`src/rtl/guess_sequencer.sv`:
```
// guess_sequencer: sits between the PS/2 byte receiver and the scancode-to-letter
// decoder. Strips F0/E0 prefixes, drops typematic repeats, classifies the
// decoder result and offers fresh letter guesses to the game FSM.
// Optional feature macro: DUP_FILTER_EN (used-letter mask and dup_pulse).
module guess_sequencer #(
    parameter int ACK_TIMEOUT = 1000000,
    parameter int CNT_W       = 20
) (
    input  logic        clk,
    input  logic        reset,
    input  logic [7:0]  scan_code,
    input  logic        scan_valid,
    output logic [7:0]  dec_code,
    input  logic [4:0]  dec_letter,
    input  logic        clear_used,
    output logic        guess_valid,
    output logic [4:0]  guess_letter,
    input  logic        guess_ready,
    output logic        enter_pulse,
    output logic        dup_pulse,
    output logic [25:0] used_mask,
    output logic        busy
);

    localparam logic [7:0] BRK_CODE   = 8'hF0;
    localparam logic [7:0] EXT_CODE   = 8'hE0;
    localparam logic [4:0] ENTER_CODE = 5'd26;
    localparam logic [4:0] LAST_LTR   = 5'd25;
    localparam bit         TMO_EN     = (ACK_TIMEOUT > 0);
    localparam logic [CNT_W-1:0] TMO_LAST = TMO_EN ? CNT_W'(ACK_TIMEOUT - 1) : '0;

    typedef enum logic [2:0] {
        IDLE,
        GOT_F0,
        GOT_E0,
        GOT_E0F0,
        LOOKUP,
        OFFER
    } state_t;

    state_t           state;
    logic [7:0]       held_code;
    logic             brk_seen;
    logic [CNT_W-1:0] cnt;
    logic             is_dup;
    logic             accept;

    assign busy   = (state == LOOKUP) || (state == OFFER);
    assign accept = (state == OFFER) && guess_ready;

`ifdef DUP_FILTER_EN
    logic [25:0] mask_q;
    logic [31:0] mask_ext;
    logic [31:0] set_bit;

    assign mask_ext  = {6'b0, mask_q};
    assign set_bit   = 32'd1 << guess_letter;
    assign is_dup    = mask_ext[dec_letter];
    assign used_mask = mask_q;

    // Used-letter mask: a new-round clear overrides a coincident accept.
    always_ff @(posedge clk) begin
        if (reset) begin
            mask_q <= '0;
        end else if (clear_used) begin
            mask_q <= '0;
        end else if (accept) begin
            mask_q <= mask_q | set_bit[25:0];
        end
    end
`else
    logic unused_clear;

    assign unused_clear = clear_used;
    assign is_dup       = 1'b0;
    assign used_mask    = '0;
    assign dup_pulse    = 1'b0;
`endif

    // Main sequencer FSM with registered outputs.
    always_ff @(posedge clk) begin
        // NOTE: all state here uses <=; reads see the pre-edge values, which the
        // byte-filter and transition logic below rely on within one cycle.
        if (reset) begin
            state        <= IDLE;
            held_code    <= 8'h00;
            brk_seen     <= 1'b0;
            cnt          <= '0;
            dec_code     <= 8'h00;
            guess_valid  <= 1'b0;
            guess_letter <= 5'd0;
            enter_pulse  <= 1'b0;
`ifdef DUP_FILTER_EN
            dup_pulse    <= 1'b0;
`endif
        end else begin
            enter_pulse <= 1'b0;
`ifdef DUP_FILTER_EN
            dup_pulse   <= 1'b0;
`endif
            // While busy, only watch for the release of the held key.
            if (busy && scan_valid) begin
                if (brk_seen) begin
                    brk_seen <= 1'b0;
                    if (scan_code == held_code) held_code <= 8'h00;
                end else if (scan_code == BRK_CODE) begin
                    brk_seen <= 1'b1;
                end
            end

            case (state)
                IDLE: begin
                    if (scan_valid) begin
                        if (scan_code == BRK_CODE) begin
                            state <= GOT_F0;
                        end else if (scan_code == EXT_CODE) begin
                            state <= GOT_E0;
                        end else if (scan_code == held_code && held_code != 8'h00) begin
                            state <= IDLE;
                        end else begin
                            dec_code  <= scan_code;
                            held_code <= scan_code;
                            state     <= LOOKUP;
                        end
                    end
                end
                GOT_F0: begin
                    if (scan_valid) begin
                        if (scan_code == held_code) held_code <= 8'h00;
                        state <= IDLE;
                    end
                end
                GOT_E0: begin
                    if (scan_valid) state <= (scan_code == BRK_CODE) ? GOT_E0F0 : IDLE;
                end
                GOT_E0F0: begin
                    if (scan_valid) state <= IDLE;
                end
                LOOKUP: begin
                    state    <= IDLE;
                    brk_seen <= 1'b0;
                    if (dec_letter == ENTER_CODE) begin
                        enter_pulse <= 1'b1;
                    end else if (dec_letter <= LAST_LTR) begin
                        if (is_dup) begin
`ifdef DUP_FILTER_EN
                            dup_pulse <= 1'b1;
`endif
                        end else begin
                            guess_letter <= dec_letter;
                            guess_valid  <= 1'b1;
                            cnt          <= '0;
                            state        <= OFFER;
                            brk_seen     <= brk_seen;
                        end
                    end
                end
                OFFER: begin
                    if (guess_ready || (TMO_EN && cnt == TMO_LAST)) begin
                        guess_valid <= 1'b0;
                        brk_seen    <= 1'b0;
                        state       <= IDLE;
                    end else if (TMO_EN) begin
                        cnt <= cnt + 1'b1;
                    end
                end
                default: state <= IDLE;
            endcase
        end
    end

endmodule
```
`config.mk`:
```
export PLATFORM = sky130hd
export DESIGN_NAME = guess_sequencer
export DESIGN_NICKNAME = d
export VERILOG_FILES = /design/src/rtl/guess_sequencer.sv
export SDC_FILE = /design/constraint.sdc
export NUM_CORES = 1
export LEC_CHECK = 0
export ABC_AREA = 1
export BUFFER_PORTS_ARGS = -buffer_cell sky130_fd_sc_hd__buf_2
export CAP_MARGIN = 20
export CORE_MARGIN = 3
export CORE_UTILIZATION = 59
export CTS_CLUSTER_DIAMETER = 100
export DETAILED_ROUTE_END_ITERATION = 10
export HOLD_SLACK_MARGIN = 0.15
export PLACE_DENSITY = 0.85
export SLEW_MARGIN = 20
export SYNTH_ARGS = -nofsm -noshare
export SYNTH_HDL_FRONTEND = slang
export SYNTH_SLANG_ARGS = --single-unit
export TNS_END_PERCENT = 5
```
`constraint.sdc`:
```
create_clock -name clk -period 3.3 [get_ports clk]
set_input_delay 0 -clock clk [delete_from_list [all_inputs] [get_ports clk]]
set_output_delay 0 -clock clk [all_outputs]
set_load 0.03 [all_outputs]
```
==> results.cfg <==
[sta]
max_slew_margin = 0.452
fmax_mhz = 472
rsz0062_at_grt = no
fin_crit_ns = 2.12
timing.final.hold_violations = 0
skew_ns = 0.0105
slew_viol_final = 0
finalCritPeriodShare = 0.641
setup_viol = 0
worstMarginPinSlew_ns = 0.822
setup_tns_ns = 0

[yosys]
postSynthAreaPerCell_um2 = 6.62
synth-seq-cells = 47
yosysMostFrequentCell = nand2_1
synth_area_leaders = dfxtp_1 32%, nand2_1 14%, nor2_1 9.8%
yosysWarnings = 0
synthTopCellsByCount = 111 x nand2_1, 77 x nor2_1, 47 x dfxtp_1, 37 x inv_1, 34 x nand3_1
synth_cell_types = 31
yosys.area.top_type = dfxtp_1
yosysTopAreaCellShare = 0.320
syn_area_um2 = 2940
ys_seq_area_frac = 0.320
synthCells = 444
async_flop_share = 0
synth-edff-count = 0
synth-main-ff-cell = dfxtp_1

[routing]
wl_per_cell_um = 12.2
drc_errors = 0
vias_per_cell = 5.23
ant_nets = 0
num_vias = 2924
dr.pass1.iters = 5
routed_wl_mm = 6.83
drtIter0Drc = 278

[global_route]
grt_pass1_vias = 2624
grt_pass1_wl_mm = 11.7
grt_usage = 0.238
grt-ovfl-total = 0
antenna_found_initial = 0
grt_max_degree = 40

[clock_network]
cts_resized = 0
cts_setup_buffers = 0
cts_tree = done
clk_latency_ns = 0.31
clkSinkCount = 47
cts_buffer_depth = 2
numCtsBuffers = 5
cts_root_buf = clkbuf_8
cts_max_level = 2
clk_pin_slew_ns = 0.09

[setup_path]
crit_type = in -> reg
cp_cell_sequence = dlygate4sd3_1, buf_2, inv_1, nand2_1, nand2_1, nand2_1, nor2_1, nand3_2, nand4_1, dlygate4sd3_1, a21oi_1
cp_max_fo = 10
start_kind = input port
worst_setup_path_end_kind = flip-flop
critPathArrivalTime_ns = 2.28
cp_common_cell = nand2_1
cpPeakStageDelay_ns = 0.60
slowest_stage = dlygate4sd3_1
worst_ep_required_time_ns = 3.47

[power]
powerDensity_nw_per_um2 = 408
power_uw = 1340
cellLeakagePower_uw = 0.00136
ir_drop_mv = 0.197

[die]
fp-row-count = 25
die_h_um = 76.6
dieWidth_um = 76.6
initial_core_util = 0.618
core_um2 = 4750
dieArea_um2 = 5870
io_pins = 61

[cells_and_area]
stdcell_count = 559
diodes = 0
fin_util = 0.693
layout.nets = 510
syn2layout_area_growth_pct = 12.1
drive_gt1_frac = 0.128

[job]
maxCapViolCount = 0

[placed_design]
dp_hpwl_mm = 4.58
port_buffers = 32
gp_congestion = 0.915
dp.cells = 533

[hold_path]
worstHoldPathType = in -> reg

[run_status]
status = finished clean
[layer usage]
metal	routed length, um	up-vias	track usage
met5	0	-	0
met4	121	0	0.0743
met3	537	15	0.0426
met2	3190	124	0.400
met1	2980	1320	0.309
li1	-	1465	-
[critical path: cells and delay by family]
kind / cells / cell delay, ns
simple gates: 6 / 0.79
buf+inv: 4 / 1.41
compound gates: 1 / 0.07
[cells in the final DEF (no fill, tap or decap), types with 9 or more instances in the layout]
cell           synthesis  final
o21ai_0               11     11
conb_1                 1     27
a21oi_2                9      9
inv_1                 37     37
a21oi_1               28     28
nor2_1                77     77
buf_2                  0     32
nand3_1               34     34
dfxtp_1               47     47
nand4_1               13     13
nand2_1              111    111
dlygate4sd3_1          0     18
[where the power goes]
part | leakage [uW] | total (uW) | switching [uW] | internal, uW
registers | 0.000382 | 610 | 17.6 | 592
logic | 0.000919 | 286 | 204 | 81.4
clock network | 0.0000612 | 448 | 203 | 245
[state kept, by name (all words and copies together) (netlist names)]
name / flops
state: 3
guess_letter: 5
held_code: 8
guess_valid: 1
dec_code: 8
brk_seen: 1
cnt: 20
enter_pulse: 1
[final timing paths]
check,start,to,slack (ns),cells after the start
worst min register to register,dec_code[0],dec_code[0],0.47,2
worst max register to register,held_code[1],dec_code[0],1.25,8
worst min-delay path,reset,cnt[17],0.28,2
worst max-delay path,scan_code[0],dec_code[0],1.18,11
[metrics by stage]
step / setup WS, ns / hold WS [ns] / instance area (um^2)
6_report: 1.18 / 0.279 / 3300
4_1_cts: 1.29 / 0.277 / 3300
5_1_grt: 1.05 / 0.298 / 3300
3_5_place_dp: 1.33 / 0.266 / 3000
2_1_floorplan: 1.55 / 0.152 / 3040
3_3_place_gp: 1.37 / 0.265 / 3000
[cell families after synthesis]
family | after synthesis | synth area share
other | 1 | 0.00128
adder cells (fa/ha/maj) | 1 | 0.00425
flip-flops | 47 | 0.320
buffers and inverters | 79 | 0.152
XOR/XNOR | 11 | 0.0328
AND/OR/NAND/NOR | 253 | 0.382
AO/OA/AOI/OAI | 52 | 0.108
[area by class of cell]
class / instances / area (um^2)
Clock buffer: 6 / 82.6
Clock inverter: 2 / 35.0
Fill cell: 402 / 1460
Inverter: 43 / 164
Multi-Input combinational cell: 344 / 1650
Sequential cell: 47 / 941
Tap cell: 67 / 83.8
Timing Repair Buffer: 50 / 340
[what timing repair did]
action / CTS / global route
endpoints found under the setup margin: 0 / 0
hold buffers: 18 / 0
hold endpoints to repair: 25 / 0
Power figures use the tool's default switching activity.
